### src/rtl/seq_mul.sv
// Signed N x N shift-add multiplier with magnitude datapath; result and overflow flag after N+1 cycles.
// start is taken only in IDLE (including the done cycle); requests while busy are dropped.
module seq_mul #(
  parameter int N = 32
) (
  input  logic         clk,
  input  logic         rst_n,
  input  logic         start,
  input  logic [N-1:0] a,
  input  logic [N-1:0] b,
  output logic         busy,
  output logic         done,
  output logic [N-1:0] res,
  output logic         ovf
);

  localparam int CW = $clog2(N + 1);

  typedef enum logic [1:0] {IDLE, CALC, SIGN} state_t;

  state_t         state_q, state_d;
  logic [2*N-1:0] acc_q, acc_d;
  logic [2*N-1:0] mcand_q, mcand_d;
  logic [N-1:0]   mplier_q, mplier_d;
  logic [N-1:0]   res_q, res_d;
  logic [CW-1:0]  cnt_q, cnt_d;
  logic           sign_q, sign_d;
  logic           ovf_q, ovf_d;
  logic           done_q, done_d;

  logic [N-1:0]   abs_a, abs_b;
  logic [2*N-1:0] prod;
  logic [N:0]     prod_top;

  always_comb begin
    // Negating the most negative value wraps to 2^(N-1), which is the exact magnitude as unsigned.
    abs_a    = a[N-1] ? -a : a;
    abs_b    = b[N-1] ? -b : b;
    prod     = sign_q ? -acc_q : acc_q;
    prod_top = prod[2*N-1:N-1];
  end

  always_comb begin
    state_d  = state_q;
    acc_d    = acc_q;
    mcand_d  = mcand_q;
    mplier_d = mplier_q;
    res_d    = res_q;
    cnt_d    = cnt_q;
    sign_d   = sign_q;
    ovf_d    = ovf_q;
    done_d   = 1'b0;
    case (state_q)
      IDLE: begin
        if (start) begin
          mcand_d  = {{N{1'b0}}, abs_a};
          mplier_d = abs_b;
          sign_d   = a[N-1] ^ b[N-1];
          acc_d    = '0;
          cnt_d    = '0;
          state_d  = CALC;
        end
      end
      CALC: begin
        if (mplier_q[0]) begin
          acc_d = acc_q + mcand_q;
        end
        mcand_d  = mcand_q << 1;
        mplier_d = mplier_q >> 1;
        cnt_d    = cnt_q + CW'(1);
        if (cnt_q == CW'(N - 1)) begin
          state_d = SIGN;
        end
      end
      SIGN: begin
        res_d   = prod[N-1:0];
        // Representable only if the upper N+1 bits are a pure sign extension.
        ovf_d   = ~((&prod_top) | ~(|prod_top));
        done_d  = 1'b1;
        state_d = IDLE;
      end
      default: state_d = IDLE;
    endcase
  end

  always_ff @(posedge clk or negedge rst_n) begin
    if (!rst_n) begin
      state_q  <= IDLE;
      acc_q    <= '0;
      mcand_q  <= '0;
      mplier_q <= '0;
      res_q    <= '0;
      cnt_q    <= '0;
      sign_q   <= 1'b0;
      ovf_q    <= 1'b0;
      done_q   <= 1'b0;
    end else begin
      state_q  <= state_d;
      acc_q    <= acc_d;
      mcand_q  <= mcand_d;
      mplier_q <= mplier_d;
      res_q    <= res_d;
      cnt_q    <= cnt_d;
      sign_q   <= sign_d;
      ovf_q    <= ovf_d;
      done_q   <= done_d;
    end
  end

  assign busy = (state_q != IDLE);
  assign done = done_q;
  assign res  = res_q;
  assign ovf  = ovf_q;

endmodule

### config.mk
export PLATFORM = sky130hd
export DESIGN_NAME = seq_mul
export DESIGN_NICKNAME = d
export VERILOG_FILES = /design/src/rtl/seq_mul.sv
export SDC_FILE = /design/constraint.sdc
export NUM_CORES = 1
export LEC_CHECK = 0
export CAP_MARGIN = 10
export CORE_ASPECT_RATIO = 1.2
export CORE_MARGIN = 4
export CORE_UTILIZATION = 43
export CTS_BUF_LIST = sky130_fd_sc_hd__clkbuf_2
export DETAILED_ROUTE_END_ITERATION = 6
export GPL_ROUTABILITY_DRIVEN = 0
export PLACE_DENSITY = 0.72
export SKIP_LAST_GASP = 1
export SYNTH_ARGS = -nofsm -noshare
export SYNTH_HDL_FRONTEND = slang
export SYNTH_SLANG_ARGS = --single-unit
### constraint.sdc
create_clock -name clk -period 3.4 [get_ports clk]
set_clock_uncertainty 0.15 [all_clocks]
set_input_delay 0.85 -clock clk [delete_from_list [all_inputs] [get_ports clk]]
set_output_delay 0.85 -clock clk [all_outputs]
set_load 0.03 [all_outputs]
==> results of run 1 <==
[layout by cell type (no fill, tap or decap), types with 8 or more instances in the layout]
cell type                         synthesis  routed
sky130_fd_sc_hd__a211oi_1                12       8
sky130_fd_sc_hd__a21o_1                  34      34
sky130_fd_sc_hd__a21oi_1                 76      67
sky130_fd_sc_hd__a22oi_1                 59      59
sky130_fd_sc_hd__buf_4                    0     252
sky130_fd_sc_hd__buf_6                    2      14
sky130_fd_sc_hd__clkbuf_2                 1      66
sky130_fd_sc_hd__clkdlybuf4s50_1          0     100
sky130_fd_sc_hd__clkinv_1                 0      13
sky130_fd_sc_hd__clkinv_2                 0       8
sky130_fd_sc_hd__dfrtp_1                203     201
sky130_fd_sc_hd__ha_1                    67      60
sky130_fd_sc_hd__inv_1                   31      28
sky130_fd_sc_hd__nand2_1                261     260
sky130_fd_sc_hd__nand2b_1                15      12
sky130_fd_sc_hd__nand3_1                 24      24
sky130_fd_sc_hd__nand4_1                 19      19
sky130_fd_sc_hd__nor2_1                  61      59
sky130_fd_sc_hd__nor2b_1                 10       8
sky130_fd_sc_hd__nor3_1                  22      19
sky130_fd_sc_hd__nor4_1                  22      18
sky130_fd_sc_hd__o21a_1                   9       9
sky130_fd_sc_hd__o21ai_0                260     229
sky130_fd_sc_hd__o21ai_1                  9      31
sky130_fd_sc_hd__o21bai_1                14      12
sky130_fd_sc_hd__o31ai_1                 37      29
sky130_fd_sc_hd__o41ai_1                 17      14
sky130_fd_sc_hd__or3_1                   20      12
sky130_fd_sc_hd__or3_4                    0       8
sky130_fd_sc_hd__or4_1                   20      15
sky130_fd_sc_hd__or4_4                    3       8
sky130_fd_sc_hd__xnor2_1                 50      45
sky130_fd_sc_hd__xor2_1                 127     127
[worst reg2reg max path, cell delays in order (launching register included)]
cell	delay (ps)
sky130_fd_sc_hd__dfrtp_1	420
sky130_fd_sc_hd__buf_4	150
sky130_fd_sc_hd__or4_4	530
sky130_fd_sc_hd__or4_4	450
sky130_fd_sc_hd__buf_6	150
sky130_fd_sc_hd__or3_4	360
sky130_fd_sc_hd__o41ai_2	420
sky130_fd_sc_hd__xor2_1	280
sky130_fd_sc_hd__nand2_1	110
sky130_fd_sc_hd__nor2_1	120
sky130_fd_sc_hd__nand4_1	120
sky130_fd_sc_hd__o32ai_2	270
sky130_fd_sc_hd__a31oi_1	60
[cell families (layout without fill, tap and decap cells)]
| group | after synthesis | after routing | synth area share [%] |
|---|---|---|---|
| muxes | 6 | 6 | 0.4405 |
| and+or+nand+nor | 522 | 522 | 17.55 |
| AOI/OAI and AO/OA | 591 | 591 | 25.94 |
| other | 0 | 1 | 0 |
| DFF | 203 | 203 | 35.76 |
| buffers and inverters | 122 | 492 | 3.347 |
| xor gates and xnor gates | 177 | 177 | 10.91 |
| adders and majority gates | 68 | 68 | 6.043 |
[what timing repair did]
| action | 4_1_cts | 5_1_grt |
|---|---|---|
| setup buffers | 16 | 11 |
| endpoints found under the hold margin | 77 | 0 |
| pin swaps | 25 | 57 |
| hold buffers | 1 | 0 |
| setup endpoints to repair | 29 | 32 |
| resized for setup | 55 | 110 |
[routing by layer]
metal  routed length [microns]  global-route usage, %
met5                         0                      0
met4                       921                  6.829
met3                      2254                  3.027
met2                     19740                  36.53
met1                     17060                  26.95
[worst max path at each step]
stage,startpoint,to,slack [ps],cells after the start
floorplan,a[3],mcand_q[29]$_DFFE_PN0P_,-290,10
global placement,a[3],mcand_q[27]$_DFFE_PN0P_,-780,12
detailed placement,a[3],mcand_q[27]$_DFFE_PN0P_,-840,12
CTS,acc_q[1]$_DFFE_PN0P_,ovf$_DFFE_PN0P_,-250,11
global route,acc_q[1]$_DFFE_PN0P_,ovf$_DFFE_PN0P_,-480,11
finish,acc_q[1]$_DFFE_PN0P_,ovf$_DFFE_PN0P_,-300,12
[power groups by stage]
| stage | clock (mW) | combinational, mW | sequential [mW] |
|---|---|---|---|
| 6_report | 1.58 | 9.39 | 4.00 |
| 5_1_grt | 1.74 | 10.3 | 4.10 |
| 4_1_cts | 1.63 | 8.69 | 3.97 |
| 3_5_place_dp | 0 | 8.39 | 4.01 |
| 3_3_place_gp | 0 | 8.18 | 3.98 |
| 2_1_floorplan | 0 | 5.33 | 3.80 |
[sequential cells by signal (all words and copies together), names as in the netlist]
register	cells
sign_q	1
done	1
res	32
state_q	2
ovf	1
mplier_q	32
cnt_q	6
mcand_q	64
acc_q	64
[final cells by class]
class / instances / share of cell area [%]
Inverter: 31 / 0.6233
Clock buffer: 66 / 1.769
Antenna cell: 1 / 0.01340
Multi-Input combinational cell: 1364 / 50.18
Clock inverter: 23 / 0.5630
Tap cell: 407 / 2.728
Timing Repair Buffer: 372 / 16.90
Sequential cell: 203 / 27.22
[metrics by stage]
stage / setup TNS (ps) / utilization, % / cell area, sq um / setup slack, ps
floorplan: -855.1 / - / 14250 / -288.5
detailed placement: -19240 / 53.45 / 17330 / -844.7
global route: -3983 / 57.57 / 18670 / -481.7
finish: -940.4 / 57.57 / 18670 / -302.8
global placement: -16540 / 53.45 / 17330 / -779.2
CTS: -770.8 / 55.89 / 18130 / -247.2
==> impl_metrics.yaml, run 1 <==
placed_design:
  place_inst: 2352
  dp.final_hpwl_mm: 29.55
  place.port_buffers: 101
logic_synthesis:
  synth_async_sr_flop_share_pct: 100.0
  synth_top_area_cell: "sky130_fd_sc_hd__dfrtp_1"
  synth.area.top_cells: "sky130_fd_sc_hd__dfrtp_1 36%, sky130_fd_sc_hd__o21ai_0 9.2%, sky130_fd_sc_hd__xor2_1 7.8%, sky130_fd_sc_hd__nand2_1 6.9%, sky130_fd_sc_hd__ha_1 5.9%"
  syn-cell-area_sq_mm: 0.01420
  synth.top_cells.by_count: "261 x sky130_fd_sc_hd__nand2_1, 260 x sky130_fd_sc_hd__o21ai_0, 203 x sky130_fd_sc_hd__dfrtp_1, 127 x sky130_fd_sc_hd__xor2_1, 81 x sky130_fd_sc_hd__clkbuf_1"
  synth_enable_flop_cells: 0
  yosys.cell_count.top_type: "sky130_fd_sc_hd__nand2_1"
  synth_sequential_area_ratio_pct: 35.76
  yosys_most_used_dff: "sky130_fd_sc_hd__dfrtp_1"
  mappedNetlistNets: 1824
  yosys_register_bits: 203
  yosys_warning_total: 0
  synth_cells: 1689
  netlist.area_leader.share_pct: 35.76
  post_synth.cell_area_avg_sq_um: 8.409
  synth_cell_types: 72
routing:
  wl_mm: 39.97
  drt_pre_antenna_iters: 6
  drt_iter0_drc: 980
  antenna_violating_nets_post_route: 0
  wl_per_cell_microns: 16.20
  detail_route.drc_violations: 0
  vias_per_cell: 5.678
  vias: 14010
critical_path:
  timing_worst_setup_path_type: "reg -> reg"
  worst-endpoint-arrival_ps: 4320
  worstReg2RegEnd: "ovf$_DFFE_PN0P_"
  critical_path.top_delay_family: "simple AND/OR/NAND/NOR gates"
  critical_path.max_fanout: 5
  critical_path_buffer_and_inverter_count: 2
  crit_chain: "buf_4 > or4_4 > or4_4 > buf_6 > or3_4 > o41ai_2 > xor2_1 > nand2_1 > nor2_1 > nand4_1 > o32ai_2 > a31oi_1"
  slowest_stage: "sky130_fd_sc_hd__or4_4"
  worst_path_most_repeated_cell: "sky130_fd_sc_hd__or4_4"
  maximum_single_stage_delay_on_the_critical_path_ps: 530
  worst_ep_required_time_ps: 4010
  worst-r2r-cell-count: 12
  timing.critical_path.from_type: "flip-flop"
  timing.rr.start: "acc_q[1]$_DFFE_PN0P_"
  regToRegSetupSlack_ps: -300
  crit_path_end_kind: "flip-flop"
die:
  die_h_microns: 207.1
  core_area_sq_mm: 0.03243
  ios: 102
  fp-row-count: 72
  dieWidth_microns: 173.9
  floorplan.initialDensity_pct: 43.80
  floorplan.die_area_sq_mm: 0.03602
power:
  power.share.clock_pct: 10.5
  pwr_density_cell_mw_per_mm2: 801.3
  power_switching_mw: 6.871
  static-leakage-power_nw: 8.424
  sequentialPowerShare_pct: 26.7
  vdd.ir_drop.worst_v: 0.0003531
  power_mw: 14.96
  net_switching_share_of_the_total_power_pct: 45.93
  internal_power_mw: 8.088
  comb_power_share_pct: 62.7
sta:
  maxSlewViolCount: 0
  hold_ws_ps: 324.7
  timing_worst_slew_pin_value_ps: 1027
  fmaxAchievable_ghz: 0.2701
  setup_viol: 10
  hold_violations: 0
  post_route_clock_period_utilization_pct: 108.9
  rsz_0062_raised_after_global_routing: "yes"
  final_critical_path_setup_slack_ps: -302.8
  fin_crit_ps: 3703
  timing.max_slew.rel_slack_pct: 31.39
job:
  cap_violations: 0
grt:
  grt_pass1_wl_mm: 64.93
  grt_antenna_before_repair: 1
  first_global_vias: 13610
  grt_max_degree: 101
  grt_remaining_overflow: 0
  globalRouteTotalUtil_pct: 21.01
hold_path:
  hold_class: "reg -> reg"
  holdCritStartpoint: "mcand_q[52]$_DFFE_PN0P_"
  holdPathEnd: "mcand_q[53]$_DFFE_PN0P_"
  hold_depth: 2
clocking:
  clock_tree_buf_depth: 3
  clk_transition_reported_paths_ps: 110
  cts_htree_levels: 2
  cts_num_sinks: 203
  cts_tree: "done"
  clock_latency_ps: 900
  clockRootBuffer: "sky130_fd_sc_hd__clkbuf_2"
  cts_made_buffers: 51
final_layout:
  area_taken_by_flip_flops_and_latches_sq_mm: 0.005082
  instances_no_fill: 2467
  multi_input_comb_area_sq_mm: 0.009369
  area_delta_synth_final_pct: 31.44
  layout-drive-gt1-share_pct: 22.92
  nFillCells: 2839
  nNetsFinal: 2158
outcome:
  outcome: "complete, but fails checks"
  failing_checks: "setup timing"
Power figures use the tool's default switching activity.
==> inputs of run 2 (changes only) <==
--- a/config.mk
+++ b/config.mk
@@ -17,3 +17,4 @@
 export SYNTH_ARGS = -nofsm -noshare
 export SYNTH_HDL_FRONTEND = slang
 export SYNTH_SLANG_ARGS = --single-unit
+export TNS_END_PERCENT = 5
==> run 2 against run 1 <==
Against the previous run: the run still ends with setup timing left; sequential share of layout area is 0.92 points higher; worst setup slack better by 88 ps; power is 2.8% lower; cell area is 3.3% lower; critical path depth is 4 higher; non-clock buffer count is 13 lower; hold slack better by 6.9 ps; register-to-register slack better by 90 ps; first-iteration DRC count is 2.4% higher; via count is 0.15% lower; clock power is 9% higher; combinational power is 6.0% lower; largest power group unchanged.
==> impl_metrics.yaml, run 2 (synthesis gave the netlist of run 1 again) <==
critical_path:
  cp_capture_point: "acc_q[52]$_DFFE_PN0P_"
  crit_chain: "buf_4 > ha_2 > inv_1 > fa_2 > nor2b_2 > o31ai_2 > buf_4 > a2111oi_4 > buf_4 > o21ai_0 > a21oi_1 > o21ai_0 > o21ai_0 > buf_4 > xnor2_1 > o21ai_0"
  critical_path_origin: "acc_q[0]$_DFFE_PN0P_"
  timing.critical_path.from_type: "flip-flop"
  regToRegSetupSlack_ps: -220
  timing.rr.start: "acc_q[0]$_DFFE_PN0P_"
  maximum_single_stage_delay_on_the_critical_path_ps: 390
  worst-endpoint-arrival_ps: 4220
  worst-r2r-cell-count: 16
  worstReg2RegEnd: "acc_q[52]$_DFFE_PN0P_"
  timing_worst_setup_path_type: "reg -> reg"
  crit_path_end_kind: "flip-flop"
  worst_ep_required_time_ps: 4000
  slowest_stage: "sky130_fd_sc_hd__dfrtp_1"
  critical_path.max_fanout: 4
grt:
  grt_max_degree: 84
  grt_antenna_before_repair: 1
  first_global_vias: 13560
  grt_remaining_overflow: 0
  grt_pass1_wl_mm: 65.24
  globalRouteTotalUtil_pct: 21.24
routing:
  drt_pre_antenna_iters: 5
  drt-met1-wl_mm: 17.58
  wl_per_cell_microns: 15.99
  vias_per_cell: 5.688
  vias: 13990
  wl_met2_mm: 18.33
  antenna_violating_nets_post_route: 0
  wl_mm: 39.33
  route.top_layer_used: "met4"
  met3WireLength_mm: 2.023
  drt_iter0_drc: 1004
  detail_route.drc_violations: 0
sta:
  post_route_clock_period_utilization_pct: 106.3
  setup_viol: 20
  timing.max_slew.rel_slack_pct: 42.52
  hold_violations: 0
  fmaxAchievable_ghz: 0.2766
  timing_worst_slew_pin_value_ps: 862.2
  fin_crit_ps: 3615
  setup-tns-final_ps: -1817
  final_critical_path_setup_slack_ps: -215.0
  maxSlewViolCount: 0
  rsz_0062_raised_after_global_routing: "yes"
final_layout:
  layout-drive-gt1-share_pct: 19.70
  nNetsFinal: 2148
  area_delta_synth_final_pct: 27.11
  most_used_cells_in_the_layout_excluding_fill_and_tap_cells: "260 x sky130_fd_sc_hd__nand2_1, 257 x sky130_fd_sc_hd__o21ai_0, 253 x sky130_fd_sc_hd__buf_4, 202 x sky130_fd_sc_hd__dfrtp_1, 127 x sky130_fd_sc_hd__xor2_1"
  final_design_area_no_fill_sq_mm: 0.01805
  most_common_cell_after_layout_fill_and_taps_aside: "sky130_fd_sc_hd__nand2_1"
  layout_top_registers: "acc_q: 64 flops, mcand_q: 64 flops"
clocking:
  cts_num_sinks: 203
  clock_tree_buf_depth: 3
  clockRootBuffer: "sky130_fd_sc_hd__clkbuf_2"
  clock_latency_ps: 880
  cts_made_buffers: 54
  cts_htree_levels: 2
  clk_transition_reported_paths_ps: 90
  cts_tree: "done"
power:
  pwr_density_cell_mw_per_mm2: 805.6
  static-leakage-power_nw: 8.235
  vdd.ir_drop.worst_v: 0.0003340
placed_design:
  dpl-instance-area_sq_mm: 0.01736
  dp.final_hpwl_mm: 30.15
  place.port_buffers: 101
outcome:
  outcome: "complete, but fails checks"
  failing_checks: "setup timing"
job:
  cap_violations: 0
die:
  floorplan.initialDensity_pct: 43.80
  fp-row-count: 72
  core_area_sq_mm: 0.03243
  dieWidth_microns: 173.9
  ios: 102
  floorplan.die_area_sq_mm: 0.03602
  die_h_microns: 207.1
hold_path:
  holdCritStartpoint: "res[24]$_DFFE_PN0P_"
  hold_depth: 2
  hold_class: "reg -> reg"
==> run 2: changes by cell type in the layout (fill, tap and decap cells not counted), moves of 8 or more <==
cell | before | now
sky130_fd_sc_hd__buf_6 | 14 | 1
sky130_fd_sc_hd__clkbuf_2 | 66 | 77
sky130_fd_sc_hd__o21ai_0 | 229 | 257
sky130_fd_sc_hd__o21ai_1 | 31 | 11
sky130_fd_sc_hd__a21oi_1 | 67 | 75
==> run 2: worst min path at each step <==
| stage | endpoint |
|---|---|
| after floorplan | cnt_q[5]$_DFFE_PN0P_ |
| after global placement | res[18]$_DFFE_PN0P_ |
| after detailed placement | res[27]$_DFFE_PN0P_ |
| after CTS | cnt_q[5]$_DFFE_PN0P_ |
| after global routing | cnt_q[5]$_DFFE_PN0P_ |
| final | res[24]$_DFFE_PN0P_ |
==> run 2: power by group <==
group | internal [mW] | switching (mW)
clock | 0.685 | 1.04
combinational | 4.06 | 4.77
sequential | 3.17 | 0.812
==> run 2: layer usage <==
metal,global-route usage [%],up-vias
met4,8.276,0
li1,-,6867
met5,0,-
met2,35.24,420
met1,28.14,6609
met3,3.045,90
==> run 2: layout make-up <==
| type | instances | area, sq um |
|---|---|---|
| fillers | 3013 | 14380 |
| multi-input cells | 1364 | 8870 |
| flip-flops and latches | 203 | 5081 |
| repair buffers | 359 | 2995 |
| well taps | 407 | 509.2 |
| clock buffers | 77 | 385.4 |
| inverters | 31 | 116.4 |
| clock inverters | 17 | 93.84 |
| diodes | 1 | 2.502 |
==> run 2: what timing repair did <==
action                     4_1_cts  5_1_grt
hold buffers                     1        0
gates resized for setup         12       25
setup endpoints to repair       27       42
setup buffers                    1        4
pin swaps                        5        8
hold endpoints to repair        80        0
==> run 2: stage by stage <==
step                cells  power (mW)  hold slack, ps  utilization, %  setup WS (ps)
floorplan            1689       9.125           297.9               -         -288.5
global placement     2359       12.28           311.8           53.53         -778.6
detailed placement   2359       12.54           320.8           53.53         -822.2
CTS                  2455       14.36           341.8           55.24         -225.8
global route         2459       15.69           372.5           55.67         -395.7
finish               2459       14.54           331.6           55.67         -215.0
==> run 2: critical path, delay by kind of cell, from the launching register on <==
family / cells / cell delay, ps
compound gates: 7 / 1520
buf+inv: 5 / 680
fa+ha+maj: 2 / 510
flops: 1 / 390
simple gates: 1 / 160
xor+xnor: 1 / 120
